--- src/rtl/x_parity_encoder.sv ---
`timescale 1ns/1ps
// x_parity_encoder
//
// Transmit-side companion to the serial H-row parity checker. Collects J-1
// information elements serially, inserts one parity element at position P_IDX
// and presents the packed J*AWIDTH word on the checker's x bus. Parity is even
// over the LSBs of the elements selected by the loaded H row.
//
// Ports:
//   clk, rst_n          clock, asynchronous active-low reset
//   H, H_tvalid         parity-check row and its load strobe (taken at word boundary)
//   s_data, s_valid,    information element stream; s_ready drops only while the
//   s_ready             last element of a word would overwrite an unaccepted x
//   x, x_tvalid,        packed output word, element j at [j*AWIDTH +: AWIDTH],
//   x_tready            held until accepted
//   x_unsat             word built while H[P_IDX]==0, parity not enforceable
//   h_drop              one-cycle pulse: H_tvalid ignored because it arrived mid-word
module x_parity_encoder #(
  parameter int unsigned J     = 14,
  parameter int unsigned A     = 2,
  parameter int unsigned P_IDX = J - 1,
  localparam int unsigned AWIDTH  = $clog2(A) + 1,
  localparam int unsigned J_WIDTH = $clog2(J) + 1
) (
  input  logic                  clk,
  input  logic                  rst_n,
  input  logic [J-1:0]          H,
  input  logic                  H_tvalid,
  input  logic [AWIDTH-1:0]     s_data,
  input  logic                  s_valid,
  output logic                  s_ready,
  output logic [J*AWIDTH-1:0]   x,
  output logic                  x_tvalid,
  input  logic                  x_tready,
  output logic                  x_unsat,
  output logic                  h_drop
);

  localparam logic [J_WIDTH-1:0] KLast = J_WIDTH'(J - 2);
  localparam logic [J_WIDTH-1:0] PIdxW = J_WIDTH'(P_IDX);

  logic [J-1:0]          h_q, h_d, h_eff;
  logic [J_WIDTH-1:0]    k_q, k_d, pos;
  logic                  par_q, par_d, par_bit, pf;
  logic [J*AWIDTH-1:0]   asm_q, asm_d;
  logic [J*AWIDTH-1:0]   x_q, x_d;
  logic                  x_tvalid_q, x_tvalid_d;
  logic                  x_unsat_q, x_unsat_d;
  logic                  h_drop_q, h_drop_d;
  logic                  h_load, last, accept;

  always_comb begin
    h_load  = H_tvalid && (k_q == '0);
    // A row loaded with the first element already governs that element.
    h_eff   = h_load ? H : h_q;
    last    = (k_q == KLast);
    s_ready = !(last && x_tvalid_q && !x_tready);
    accept  = s_valid && s_ready;

    // Info slots skip over the parity position. Written as k+1 > P_IDX so the
    // compare stays meaningful when P_IDX is 0.
    pos = ((k_q + 1'b1) > PIdxW) ? k_q + 1'b1 : k_q;

    par_bit = 1'b0;
    for (int unsigned j = 0; j < J; j++) begin
      if (pos == J_WIDTH'(j)) par_bit = h_eff[j] & s_data[0];
    end
    pf = h_eff[P_IDX] ? (par_q ^ par_bit) : 1'b0;

    h_d        = h_eff;
    h_drop_d   = H_tvalid && !h_load;
    k_d        = k_q;
    par_d      = par_q;
    asm_d      = asm_q;
    x_d        = x_q;
    x_unsat_d  = x_unsat_q;
    x_tvalid_d = x_tvalid_q && !x_tready;

    if (accept) begin
      for (int unsigned j = 0; j < J; j++) begin
        if (pos == J_WIDTH'(j)) asm_d[j*AWIDTH +: AWIDTH] = s_data;
      end
      if (last) begin
        // s_ready guarantees the previous word has been (or is being) taken.
        x_d                           = asm_d;
        x_d[P_IDX*AWIDTH +: AWIDTH]   = AWIDTH'(pf);
        x_unsat_d                     = ~h_eff[P_IDX];
        x_tvalid_d                    = 1'b1;
        k_d                           = '0;
        par_d                         = 1'b0;
      end else begin
        k_d   = k_q + 1'b1;
        par_d = par_q ^ par_bit;
      end
    end
  end

  always_ff @(posedge clk or negedge rst_n) begin
    if (!rst_n) begin
      h_q        <= '0;
      k_q        <= '0;
      par_q      <= 1'b0;
      asm_q      <= '0;
      x_q        <= '0;
      x_tvalid_q <= 1'b0;
      x_unsat_q  <= 1'b0;
      h_drop_q   <= 1'b0;
    end else begin
      h_q        <= h_d;
      k_q        <= k_d;
      par_q      <= par_d;
      asm_q      <= asm_d;
      x_q        <= x_d;
      x_tvalid_q <= x_tvalid_d;
      x_unsat_q  <= x_unsat_d;
      h_drop_q   <= h_drop_d;
    end
  end

  assign x        = x_q;
  assign x_tvalid = x_tvalid_q;
  assign x_unsat  = x_unsat_q;
  assign h_drop   = h_drop_q;

endmodule

--- config.mk ---
export PLATFORM = sky130hd
export DESIGN_NAME = x_parity_encoder
export DESIGN_NICKNAME = d
export VERILOG_FILES = /design/src/rtl/x_parity_encoder.sv
export SDC_FILE = /design/constraint.sdc
export NUM_CORES = 1
export LEC_CHECK = 0
export CAP_MARGIN = 20
export CORE_UTILIZATION = 44
export CTS_BUF_LIST = sky130_fd_sc_hd__clkbuf_8
export CTS_CLUSTER_DIAMETER = 40
export DETAILED_ROUTE_END_ITERATION = 8
export DONT_BUFFER_PORTS = 1
export SKIP_CTS_REPAIR_TIMING = 1
export SLEW_MARGIN = 20
export SYNTH_ARGS = -nofsm -noshare
export SYNTH_HDL_FRONTEND = slang
export SYNTH_SLANG_ARGS = --single-unit
export TNS_END_PERCENT = 50
--- constraint.sdc ---
create_clock -name clk -period 3.2 [get_ports clk]
set_input_delay 0.8 -clock clk [delete_from_list [all_inputs] [get_ports clk]]
set_output_delay 0.8 -clock clk [all_outputs]
set_load 0.005 [all_outputs]
* Yosys cells after proc, flatten, opt, wreduce, memory -nomap -nowiden
Index checks and enable logic that the tools add are counted.
Word-level totals: register bits 76, input port bits 21, output and inout port bits 32, logic and storage cells 86
Cells by class: add/subtract/negate cells 1, $lt $le $gt $ge 1, eq/ne operators 14, muxes and demuxes 34, bitwise logic cells 16, reduce and logical (&&, ||, !) cells 12
Operators with widths (number):
- $eq A5 B4 Y1 const B | 7
- $mux W2 | 13
- $eq A5 B3 Y1 const B | 4
- $mux W1 | 18
- $and A1 B1 Y1 | 14
- $mux W14 | 1
- $eq A5 B2 Y1 const B | 2
- $logic_not A5 Y1 | 2
- $mux W5 | 2
- $logic_and A1 B1 Y1 | 6
- $add A5 B1 Y5 const B | 1
- $eq A5 B1 Y1 const B | 1
- $gt A5 B4 Y1 const B | 1
- $logic_not A1 Y1 | 3
- $reduce_and A2 Y1 | 1
- $not A1 Y1 | 1
- $xor A1 B1 Y1 | 1

* Logic depth before layout (Yosys ltp)
Gate-level depths: netlist (run 1).
depth after elaboration 20, depth in mapped cells 12, depth with buffers taken out 9

* Worst setup path before layout (run 1)
Ideal clock, no wire load.
path kind reg-to-reg, start register k_q[0], end register par_q, setup time 0.126 ns, arrival time 2.536 ns, data required time 3.074 ns, setup slack 0.538 ns, cell stages (with the launch flop) 12, buffers on the path 2, period minus slack after synthesis 2.662 ns, cell sequence dfrtp_1 buf_2 inv_1 ha_1 nor2b_1 clkbuf_2 nor2_1 a311oi_1 a21boi_1 a211o_1 a21o_1 a221o_1
Between the ends: longest elaborated chain between the ends 20, elaborated cells on any way between the ends 55
Ends and longest elaborated chain:
- start, declared | RTL line 43 | logic [J_WIDTH-1:0] k_q, k_d, pos;
- start signal, assigned | RTL line 110 | k_q <= k_d;
- $add A5 B1 Y5 or $logic_not A5 Y1 (tied branches) | RTL line 62, 53
- $gt A5 B4 Y1 or $logic_and A1 B1 Y1 (tied branches) | RTL line 62, 53
- $mux W5 or $mux W14 (tied branches) | RTL line 62, 55
- $logic_not A5 Y1 or $and A1 B1 Y1 (tied branches) | RTL line 66 | if (pos == J_WIDTH'(j)) par_bit = h_eff[j] & s_data[0];
- $mux W1 (14 in a row) | RTL line 66
- $xor A1 B1 Y1 | RTL line 93 | par_d = par_q ^ par_bit;
- $mux W1 | RTL line 83 | if (last) begin
- end signal, assigned | RTL line 111 | par_q <= par_d;
- end, declared | RTL line 44 | logic par_q, par_d, par_bit, pf;
Several ways; a longest one is shown, not always the timed one. A chain may end at the register's enable or synchronous reset.

* Final worst setup path (run 1)
start register k_q[1], end register par_q
The elaborated chain is that of the path after synthesis.

==> results.py, run 1 <==
metrics = {
    "global_route": {
        "grt_start_max_net_pins": 77,
        "antenna_found_initial": 0,
        "grt_pass1_vias": 2660,
        "gr-total-overflow": 0,
        "grt_pass1_wl_um": 13500,
        "grt_usage_pct": 19.7,
    },
    "power_and_ir_drop": {
        "peakVddDrop_mv": 0.353,
        "pwr_density_cell_nw_per_um2": 981,
        "sequentialPowerShare_pct": 39.8,
        "power.leakage_uw": 0.00185,
        "clockPowerShare_pct": 20.0,
        "internal_power_uw": 2550,
        "finalPower_uw": 4180,
        "combPwrFrac_pct": 40.2,
        "power.switching_uw": 1620,
        "p_sw_share_pct": 38.9,
    },
    "run": {
        "drv_cap": 0,
    },
    "timing": {
        "tightest_slew_ns": 0.685,
        "period_needed_ns": 2.96,
        "tns_ns": 0,
        "max_freq_mhz": 338,
        "slew-limit-headroom_pct": 54.3,
        "finalSetupViolations": 0,
        "worst_slack_ns": 0.242,
        "finalMaxSlewViolations": 0,
        "layout_worst_path_cycle_share_pct": 92.4,
        "clock_skew_ns": 0.00741,
        "finalHoldViolations": 0,
        "rsz0062_at_grt": "false",
    },
    "detailed_routing": {
        "top_layer": "met4",
        "dr_total_vias": 2854,
        "drtIter0Drc": 95,
        "dr.pass1.iters": 4,
        "postRouteAntennaNets": 0,
        "wl_met1_um": 3810,
        "drt-total-wl_um": 8550,
        "wl_met3_um": 562,
        "wl_per_cell_um": 17.2,
        "drc": 0,
        "viasPerCell": 5.74,
        "wl_met2_um": 3950,
    },
    "worst_setup_path": {
        "regToRegSetupSlack_ns": 0.24,
        "cp_max_fo": 9,
        "path_delay_family": "compound AO/OA/AOI/OAI gates",
        "start_kind": "register",
        "cp_data_required_time_ns": 3.44,
        "crit_type": "reg -> reg",
        "cpPeakStageDelay_ns": 0.46,
        "crit_slowest_cell": "dfrtp_1",
        "endpoint_kind": "register",
        "critPathBufInv": 1,
        "path_cells": "inv_1 -> ha_1 -> nor2b_2 -> nor2_1 -> a311oi_1 -> a21boi_2 -> a211o_1 -> a21o_1 -> a221o_1",
        "cp_data_arrival_time_ns": 3.20,
    },
    "yosys": {
        "synth.area.mux_share_pct": 16.0,
        "syn-cell-area_um2": 3920,
        "ys_ff_latch": 76,
        "syn_nets": 409,
        "ys_warn_count": 0,
        "seq_area_frac_synth_pct": 48.5,
        "synth_top_family_by_area": "multiplexers",
        "yosys.area_share.simple_pct": 15.2,
        "synthAdderAreaFrac_pct": 0.638,
        "synth_cells": 386,
        "ys.flop_type": "dfrtp_1",
        "synth_xor_area_share_pct": 1.31,
        "async_flop_share_pct": 100,
        "synth.avg_cell_area_um2": 10.2,
        "synth_cell_type_count": 58,
        "synth_compound_area_share_pct": 13.9,
        "synth_edf_count": 0,
    },
    "clocking": {
        "clk_latency_ns": 0.36,
        "cts-root-buf": "clkbuf_8",
        "cts-htree-levels": 3,
        "clk_pin_slew_worst_paths_ns": 0.08,
        "cts_buffers": 9,
        "clock_path_buffers": 2,
        "cts_tree": "yes",
        "cts_sinks": 76,
    },
    "place": {
        "hpwl_um": 5950,
        "gp_congestion": 0.957,
        "dp_slack_ns": 0.132,
        "io_buffers": 0,
        "placed_cell_area_um2": 4030,
    },
    "layout": {
        "stdcell_area_um2": 4260,
        "drive_gt1_share_pct": 19.0,
        "diodes": 0,
        "mostFrequentLayoutCell": "dfrtp_1",
        "nets": 407,
        "fin_util_pct": 49.1,
        "final_cell_mix": "dfrtp_1, nand2_1, o21ai_0",
        "syn2layout_area_growth_pct": 8.61,
    },
    "run_status": {
        "status": "finished clean",
    },
    "die": {
        "initial_utilization_pct": 45.2,
        "die_y_um": 96.4,
        "fp-row-count": 34,
        "pin_count": 53,
        "core_region_area_um2": 8680,
        "fp.dieW_um": 96.4,
        "dieArea_um2": 9300,
    },
    "min_path": {
        "hold_path.class": "in -> async",
    },
}
## per-stage QoR
step | hold WS [ns] | instances
after global placement | 0.465 | 481
after floorplan | 0.447 | 386
final | 0.133 | 497
after detailed placement | 0.482 | 481
after CTS | 0.120 | 497
after global routing | 0.107 | 497
## worst reg2reg max path: stages (launching register included)
cell	delay (ns)
dfrtp_1	0.46
inv_1	0.09
ha_1	0.37
nor2b_2	0.34
nor2_1	0.13
a311oi_1	0.42
a21boi_2	0.22
a211o_1	0.36
a21o_1	0.17
a221o_1	0.29
## state kept, by name (all words and copies together), names as in the netlist
register and cells:
h_q 14, asm_q 26, par_q 1, k_q 5, x 27, x_unsat 1, x_tvalid 1, h_drop 1
## final cells by class
type	count	area, um2
Inverter	9	33.8
Multi-Input combinational cell	273	1860
Sequential cell	76	1900
Tap cell	108	135
Clock inverter	7	97.6
Fill cell	828	4420
Clock buffer	9	124
Timing Repair Buffer	15	113
## path summary, 6_finish.rpt
check                                       from               endpoint  cells after the start
min in group clk           asm_q[20]$_DFFE_PN0P_  asm_q[20]$_DFFE_PN0P_                      2
max in group asynchronous                  rst_n   asm_q[4]$_DFFE_PN0P_                      0
setup reg to reg              k_q[1]$_DFFE_PN0P_      par_q$_DFFE_PN0P_                      9
hold / removal                             rst_n       h_drop$_DFF_PN0_                      0
setup / recovery              k_q[1]$_DFFE_PN0P_      par_q$_DFFE_PN0P_                      9
hold reg to reg            asm_q[20]$_DFFE_PN0P_  asm_q[20]$_DFFE_PN0P_                      2
## logic make-up (layout without fill, tap and decap cells)
logic type / Yosys count / after routing
AO/OA/AOI/OAI: 84 / 84
XOR/XNOR: 5 / 5
adder cells (fa/ha/maj): 2 / 2
buffers and inverters: 37 / 40
flip-flops: 76 / 76
multiplexers: 59 / 59
other: 1 / 1
AND/OR/NAND/NOR: 122 / 122
## per-layer routing
layer	track usage, %	vias up
met5	0	-
met4	8.70	0
met3	4.54	19
met2	31.3	83
met1	25.8	1374
li1	-	1378
## cells in the mapped netlist, drive strengths merged (4+ instances only)
cell type  count  share of area [%]
buf           14                2.1
nand4          7                1.1
a21boi         4               0.77
nor3          13                1.8
mux2i         29                7.4
clkbuf        14                1.4
nand2         54                5.2
o21ai         41                5.2
nand3         12                1.5
inv            9               0.86
nor2          20                2.3
dfrtp         76                 48
mux2          30                8.6
a21oi         11                1.4
xnor2          4                1.1
## power by group through the flow
stage | registers (uW) | clock network [uW] | logic (uW)
detailed placement | 1690 | 0 | 1670
floorplan | 1600 | 0 | 1340
CTS | 1670 | 856 | 1680
global route | 1730 | 897 | 1870
finish | 1660 | 837 | 1680
global placement | 1680 | 0 | 1640
Note: power is estimated with default switching activity, not from simulation.
==> run 2: changes to the inputs <==
--- a/config.mk
+++ b/config.mk
@@ -6,11 +6,12 @@
 export NUM_CORES = 1
 export LEC_CHECK = 0
 export CAP_MARGIN = 20
-export CORE_UTILIZATION = 44
+export CORE_UTILIZATION = 60
 export CTS_BUF_LIST = sky130_fd_sc_hd__clkbuf_8
 export CTS_CLUSTER_DIAMETER = 40
 export DETAILED_ROUTE_END_ITERATION = 8
 export DONT_BUFFER_PORTS = 1
+export PLACE_DENSITY = 0.76
 export SKIP_CTS_REPAIR_TIMING = 1
 export SLEW_MARGIN = 20
 export SYNTH_ARGS = -nofsm -noshare
==> run 2 against run 1 <==
  * Design area down 2.3%
  * Core utilization grew 17 points
  * Clock power down 21%
  * Count of clock-buffer cells in the layout is 1 higher
  * Via count is 2.5% lower
  * First-iteration DRC count grew 140%
  * Die area down 26%
  * Combinational power barely moved
  * Sequential power about the same
  * Final cell count is 6.6% lower
  * Sequential share of layout area increased by 1.1 points
  * Clock skew is 0.0010 ns lower
  * Largest cell class unchanged
==> results.py, run 2 (same netlist as run 1, synthesis figures left out) <==
metrics = {
    "run_status": {
        "status": "finished clean",
    },
    "power_and_ir_drop": {
        "clockPowerShare_pct": 16.5,
        "pwr_density_cell_nw_per_um2": 961,
        "sequentialPowerShare_pct": 41.7,
        "internal_power_uw": 2400,
        "peakVddDrop_mv": 0.534,
        "combPwrFrac_pct": 41.8,
        "power.switching_uw": 1600,
        "finalPower_uw": 4000,
        "power.leakage_uw": 0.00182,
        "p_sw_share_pct": 40.0,
    },
    "global_route": {
        "grt_usage_pct": 25.8,
        "gr-total-overflow": 0,
        "grt_start_max_net_pins": 77,
        "antenna_found_initial": 0,
        "grt_pass1_vias": 2757,
        "grt_pass1_wl_um": 13800,
    },
    "clocking": {
        "cts_buffers": 9,
        "cts_sinks": 76,
        "clk_latency_ns": 0.35,
        "cts_tree": "yes",
        "cts-root-buf": "clkbuf_8",
        "clk_pin_slew_worst_paths_ns": 0.08,
        "cts-htree-levels": 3,
        "clock_path_buffers": 2,
    },
    "layout": {
        "diodes": 0,
        "final_cell_mix": "dfrtp_1, nand2_1, o21ai_0",
        "nets": 405,
        "fin_util_pct": 65.9,
        "drive_gt1_share_pct": 18.6,
        "mostFrequentLayoutCell": "dfrtp_1",
        "syn2layout_area_growth_pct": 6.09,
        "largest_reg_flops": 27,
    },
    "timing": {
        "period_needed_ns": 2.91,
        "tightest_slew_ns": 0.692,
        "layout_worst_path_cycle_share_pct": 91.0,
        "max_freq_mhz": 343,
        "finalMaxSlewViolations": 0,
        "finalSetupViolations": 0,
        "finalHoldViolations": 0,
        "fin_hold_ws_ns": 0.139,
        "clock_skew_ns": 0.00639,
        "slew-limit-headroom_pct": 53.8,
        "rsz0062_at_grt": "false",
        "tns_ns": 0,
    },
    "detailed_routing": {
        "viasPerCell": 6.00,
        "dr_total_vias": 2782,
        "drtIter0Drc": 229,
        "drc": 0,
        "postRouteAntennaNets": 0,
        "drt-total-wl_um": 8190,
        "dr.pass1.iters": 4,
        "wl_per_cell_um": 17.7,
    },
    "die": {
        "core_region_area_um2": 6310,
        "dieArea_um2": 6860,
        "pin_count": 53,
        "initial_utilization_pct": 62.1,
        "fp.dieW_um": 82.9,
        "fp-row-count": 29,
        "die_y_um": 82.9,
    },
    "min_path": {
        "hold_path.class": "in -> async",
    },
    "worst_setup_path": {
        "cp_data_arrival_time_ns": 3.13,
        "endpoint_kind": "register",
        "cp_max_fo": 17,
        "start_kind": "register",
        "crit_type": "reg -> reg",
        "cp_data_required_time_ns": 3.42,
    },
    "place": {
        "hpwl_um": 5770,
        "io_buffers": 0,
        "gp_congestion": 0.876,
    },
    "run": {
        "drv_cap": 0,
    },
}
## run 2: changes by cell type in the layout (fill, tap and decap cells not counted), sizes merged
cell,delta
buf,-2
inv,-2
clkinv,+3
bufinv,-2
clkbuf,+1
## run 2: critical path: stages, from the launching register on
cell      delay (ns)
dfrtp_1         0.54
or3_1           0.71
o21ai_0         0.33
a21oi_1         0.12
o32ai_1         0.33
a31oi_1         0.21
o311ai_0        0.42
nand3_1         0.12
## run 2: power by group through the flow
stage          registers [uW]  logic (uW)  clock network [uW]
2_1_floorplan            1600        1340                   0
3_3_place_gp             1670        1640                   0
3_5_place_dp             1690        1670                   0
4_1_cts                  1670        1670                 678
5_1_grt                  1720        1870                 714
6_report                 1670        1670                 660
## run 2: metal layers
metal / track usage, % / share of wire, % / vias up
met2: 41.1 / 49 / 60
met1: 35.3 / 44 / 1344
met4: 10.0 / 1.6 / 0
li1: - / - / 1368
met3: 4.97 / 4.4 / 10
met5: 0 / 0 / -
## run 2: cell type report
class,instances,area [um2]
clock buffer,10,138
clock inverter,6,38.8
fill,526,2150
inverter,9,33.8
multi-input combinational,273,1860
sequential,76,1900
tap,77,96.3
timing repair buffer,13,97.6
## run 2: worst paths after layout
kind / startpoint / endpoint / slack (ns) / depth (start not counted)
min in group clk: asm_q[12]$_DFFE_PN0P_ / asm_q[12]$_DFFE_PN0P_ / 0.50 / 2
min: rst_n / x[2]$_DFFE_PN0P_ / 0.14 / 0
max in group asynchronous: rst_n / asm_q[5]$_DFFE_PN0P_ / 2.95 / 0
min reg2reg: asm_q[12]$_DFFE_PN0P_ / asm_q[12]$_DFFE_PN0P_ / 0.50 / 2
max reg2reg: k_q[3]$_DFFE_PN0P_ / x[26]$_DFFE_PN0P_ / 0.29 / 7
max: k_q[3]$_DFFE_PN0P_ / x[26]$_DFFE_PN0P_ / 0.29 / 7
## run 2: metrics by stage
| step | area, um2 | setup WS (ns) | instances |
|---|---|---|---|
| 5_1_grt | 4160 | 0.0175 | 464 |
| 4_1_cts | 4160 | 0.0792 | 464 |
| 3_5_place_dp | 3980 | 0.0842 | 448 |
| 2_1_floorplan | 3920 | 0.538 | 386 |
| 6_report | 4160 | 0.289 | 464 |
| 3_3_place_gp | 3980 | 0.139 | 448 |
==> run 3: changes to the inputs <==
--- a/config.mk
+++ b/config.mk
@@ -5,7 +5,7 @@
 export SDC_FILE = /design/constraint.sdc
 export NUM_CORES = 1
 export LEC_CHECK = 0
-export CAP_MARGIN = 20
+export CORE_MARGIN = 10
 export CORE_UTILIZATION = 60
 export CTS_BUF_LIST = sky130_fd_sc_hd__clkbuf_8
 export CTS_CLUSTER_DIAMETER = 40
==> run 3 against run 2 <==
  * Global-route usage decreased by 7.5 points
  * Critical path type is now reg -> out
  * Largest power group is now combinational logic
  * Critical path depth decreased by 2
  * Sequential share of layout area decreased by 0.88 points
  * Highest routed layer unchanged
==> results.py, run 3 (same netlist as run 1, synthesis figures left out) <==
metrics = {
    "run_status": {
        "status": "finished clean",
    },
    "worst_setup_path": {
        "start_kind": "register",
        "cp_data_required_time_ns": 2.40,
        "cp_data_arrival_time_ns": 2.14,
        "cp_max_fo": 9,
        "endpoint_kind": "output port",
        "crit_type": "reg -> out",
    },
    "layout": {
        "drive_gt1_share_pct": 20.6,
        "n_fill_cell": 508,
        "largest_reg_flops": 27,
        "seq_area_um2": 1900,
        "diodes": 0,
        "mostFrequentLayoutCell": "dfrtp_1",
        "fin_util_pct": 66.8,
        "final_cell_mix": "dfrtp_1, nand2_1, o21ai_0",
        "multi_input_area_um2": 1850,
        "nets": 416,
        "syn2layout_area_growth_pct": 8.17,
    },
    "timing": {
        "slew-limit-headroom_pct": 66.4,
        "tns_ns": 0,
        "max_freq_mhz": 340,
        "period_needed_ns": 2.94,
        "tightest_slew_ns": 0.501,
        "rsz0062_at_grt": "false",
        "layout_worst_path_cycle_share_pct": 91.9,
        "clock_skew_ns": 0.00796,
        "finalHoldViolations": 0,
        "finalSetupViolations": 0,
        "finalMaxSlewViolations": 0,
    },
    "place": {
        "io_buffers": 0,
        "hpwl_um": 6660,
        "gp_congestion": 0.896,
    },
    "die": {
        "die_y_um": 101,
        "fp-row-count": 29,
        "dieArea_um2": 10200,
        "initial_utilization_pct": 61.8,
        "core_region_area_um2": 6350,
        "pin_count": 53,
        "fp.dieW_um": 101,
    },
    "detailed_routing": {
        "drtIter0Drc": 133,
        "dr.pass1.iters": 4,
        "drc": 0,
        "viasPerCell": 5.97,
        "wl_per_cell_um": 18.8,
        "dr_total_vias": 2838,
        "drt-total-wl_um": 8920,
        "postRouteAntennaNets": 0,
    },
    "clocking": {
        "clock_path_buffers": 2,
        "clk_latency_ns": 0.36,
        "cts_sinks": 76,
        "cts-htree-levels": 3,
        "cts_tree": "yes",
        "clk_pin_slew_worst_paths_ns": 0.09,
        "cts-root-buf": "clkbuf_8",
        "cts_buffers": 9,
    },
    "global_route": {
        "antenna_found_initial": 0,
        "grt_pass1_wl_um": 14900,
        "grt_start_max_net_pins": 77,
        "grt_usage_pct": 18.3,
        "grt_pass1_vias": 2996,
        "gr-total-overflow": 0,
    },
    "run": {
        "drv_cap": 0,
    },
    "min_path": {
        "hold_path.class": "in -> async",
    },
    "power_and_ir_drop": {
        "power.leakage_uw": 0.00187,
        "pwr_density_cell_nw_per_um2": 976,
        "peakVddDrop_mv": 0.528,
    },
}
run 3: layer usage:
metal / track usage [%] / vias to the layer above / share of wire [%]
li1: - / 1398 / -
met1: 21.6 / 1378 / 42
met2: 30.7 / 51 / 51
met3: 5.49 / 11 / 5.6
met4: 6.74 / 0 / 1.4
met5: 0 / - / 0
run 3: final timing paths:
path / endpoint / cells past startpoint / startpoint / slack (ns)
max: s_ready / 5 / k_q[0]$_DFFE_PN0P_ / 0.26
max in group asynchronous: x[13]$_DFFE_PN0P_ / 0 / rst_n / 2.92
min: h_drop$_DFF_PN0_ / 0 / rst_n / 0.12
min in group clk: asm_q[20]$_DFFE_PN0P_ / 2 / asm_q[20]$_DFFE_PN0P_ / 0.50
min reg2reg: asm_q[20]$_DFFE_PN0P_ / 2 / asm_q[20]$_DFFE_PN0P_ / 0.50
max reg2reg: par_q$_DFFE_PN0P_ / 10 / k_q[0]$_DFFE_PN0P_ / 0.36
run 3: final cells by class:
type                       count  area share (%)
clock inverter                 7            1.36
sequential                    76            44.8
tap                           77            2.27
inverter                       9           0.796
multi-input combinational    273            43.6
clock buffer                   9            2.92
timing repair buffer          24            4.25
run 3: through the flow:
step                instances  setup WS [ns]  power [uW]  hold WS, ns  cell area, um2
floorplan                 386          0.538        2940        0.447            3920
global placement          459          0.385        3430        0.469            4060
detailed placement        459          0.430        3490        0.481            4060
CTS                       475          0.271        4170        0.113            4240
global route              475         0.0988        4450        0.105            4240
finish                    475          0.260        4140        0.125            4240
run 3: critical path: stages, from the launching register on:
cell and delay, ns:
dfrtp_1 0.46, inv_1 0.13, ha_1 0.33, buf_4 0.24, nand4b_1 0.20, or2_2 0.41
run 3: report_power, final:
group	internal [uW]	switching, uW	total [uW]
clock network	292	398	690
logic	778	996	1770
registers	1390	285	1680
==> patch: new RTL, config.mk and constraints of run 1 <==
Reset style: synchronous (`rst_n`), changed in one clocked block. Comments in the files are not updated.
--- a/src/rtl/x_parity_encoder.sv
+++ b/src/rtl/x_parity_encoder.sv
@@ -96,5 +96,5 @@
   end
 
-  always_ff @(posedge clk or negedge rst_n) begin
+  always_ff @(posedge clk) begin
     if (!rst_n) begin
       h_q        <= '0;
Formal check against the unedited RTL: differs if rst_n is asserted again (counterexample within 4 cycles, from zero or initial values and one cycle with rst_n low); with rst_n held inactive, the same outputs for 10 cycles.
==> patch against run 1 <==
Worst hold slack improved by 340 ps. Routed wire length grew 7.8%. Synthesized area is 2.5% higher. Clock skew rose by 2.3 ps. Final area increased by 1.9%. Critical path type unchanged. Highest routed layer unchanged. Count of clock-buffer cells in the layout rose by 2. Fmax rose by 1.3%. Sequential share of layout area is 9.5 points lower. Sequential cell count did not move. Synthesized cell count up 13%. Worst setup slack gained 39 ps.
Power is not compared: it rests on default switching activity, and its combinational part moved more than twofold at a synthesized area within 25%.
==> patch: results (changes against run 1) <==
** Status
- The run finished with clean final reports.

** Yosys
- Compound-Gate Fraction of Synth Area :: 17.71% (+3.8 points)
- Multiplexer share of the synthesized area :: 17.12% (+1.1 points)
- Cells after synthesis :: 437 (+13%)
- Proportion of synthesized chip area in sequential cells :: 37.85% (-11 points)
- Sorting the synthesized cells by how often they occur yields dfxtp_1 (76), mux2i_1 (62), nand2_1 (46).
- Synth Area in Adders :: 0.6225% (-0.015 points)
- The number of nets in the synthesized netlist came to 460 (+12%).
- Leading post-synthesis cells by cell area :: dfxtp_1 (38%), mux2i_1 (15%), nor2b_1 (5.8%), o211a_1 (5.0%), nand2_1 (4.3%)
- Post-synthesis cell type count :: 62 (+6.9%)
- The area share of xor/xnor cells in the synthesized design is 0.6225% (-0.69 points).
- The share of synthesized registers carrying an async set or reset came to 0% (-100 points).
- The most used flip-flop cell after synthesis is dfxtp_1.

** Global routing
- Number of antenna violations at the first check in global routing :: 0 (unchanged)
- The first-pass GRT wire length was 15200 microns (+13%).
- The aggregate global-route resource usage was 20.00% (+0.29 points).
- The largest net degree at the start of global routing was 80 (+3.9%).
- The routing usage on met2 was 32.97% (+1.7 points).
- The met1 track demand over resource is 26.35% (+0.60 points).
- M3 GR Usage :: 3.453% (-1.1 points)

** Worst hold path
- The min-delay analysis places its worst path in the category flop to flop.

** Timing
- Largest clock skew in the final design :: 9.714 ps (+2.300 ps)
- The slew at the pin with the worst max-slew slack came to 718.1 ps (+32.74 ps).

** Placement
- The placed cell area is 0.004106 sq mm (+1.8%).
- The final weighted congestion in routability-driven placement is 0.8193 (-14%).
- Worst slack at placement :: 117.3 ps (-14.93 ps)
- The number of cells in the design after placement came to 522 (+8.5%).
- Post-detail-place hpwl :: 6368 microns (+7.1%)
- Quantity of I/O buffers inserted on ports :: 0 (unchanged)

** Routing
- The initial DRC count came to 107 (+13%).
- Detailed-routing iteration count for the pre-antenna-repair pass :: 4 (unchanged)
- Met3 routed wirelength :: 273 microns (-51%)
- The mean number of vias per cell came to 5.619 (-2.2%).
- Top layer in use :: met4
- The met2 routed wirelength was 4329 microns (+9.7%).
- Wire length per cell after detailed routing :: 17.13 microns (-0.39%)
- The routed length on met1 came to 4481 microns (+18%).

** Worst setup path
- Maximum net fanout on the critical path :: 12 (+3)
- Critical path arrival :: 3160 ps (-40 ps)

** Clocking
- Clock tree synthesis selected as its root buffer the cell clkbuf_8.
- Bufs on Longest Clock Path :: 2 (unchanged)
- The clock reaches the later pin of the worst-skew pair after 350 ps.
- The clock transition at the register clock pins on the worst setup and hold paths after CTS was 80 ps (about the same).

** Pwr
- In this run the static leakage power is 1.926 nW.
- Power attributed to the clock group :: 0.752 mW
- Net switching is 23.92% of the power.
- In this run, the combinational gates consume 8.8% of the power.
- Across the VDD grid, the largest voltage drop is 0.0001964 V.
- In this run the power density over the cells is 437.5 mW/mm^2.

** Final layout
- The count of nets after finishing was 449 (+10%).
- The final antenna diode count was 0 (unchanged).
- The share of cells above drive strength 1 was 13.72% (-5.3 points).
- Final std cells w/o fill :: 538 (+8.2%)
-- patch: final timing paths --
kind,from,end,slack (ps),cells past startpoint
worst max register to register,k_q[1]$_SDFFE_PN0P_,x[26]$_SDFFE_PN0P_,280,10
worst min-delay path,asm_q[16]$_SDFFE_PN0P_,asm_q[16]$_SDFFE_PN0P_,470,2
worst min register to register,asm_q[16]$_SDFFE_PN0P_,asm_q[16]$_SDFFE_PN0P_,470,2
worst max-delay path,k_q[1]$_SDFFE_PN0P_,x[26]$_SDFFE_PN0P_,280,10
-- patch: critical path, cell delays in order (launching register included) --
cell and delay (ps):
dfxtp_2 450, inv_1 130, ha_1 290, buf_4 210, o31ai_2 370, a22oi_1 150, o32a_1 400, or3b_1 420
o311ai_4 120, mux2i_1 220, nand2_1 60
-- patch: area by class of cell --
cell class / count / area [sq um]
fill: 851 / 4424
multi-input combinational: 316 / 2320
sequential: 76 / 1525
clock buffer: 11 / 151.4
tap: 108 / 135.1
timing repair buffer: 16 / 132.6
clock inverter: 4 / 48.80
inverter: 7 / 26.28
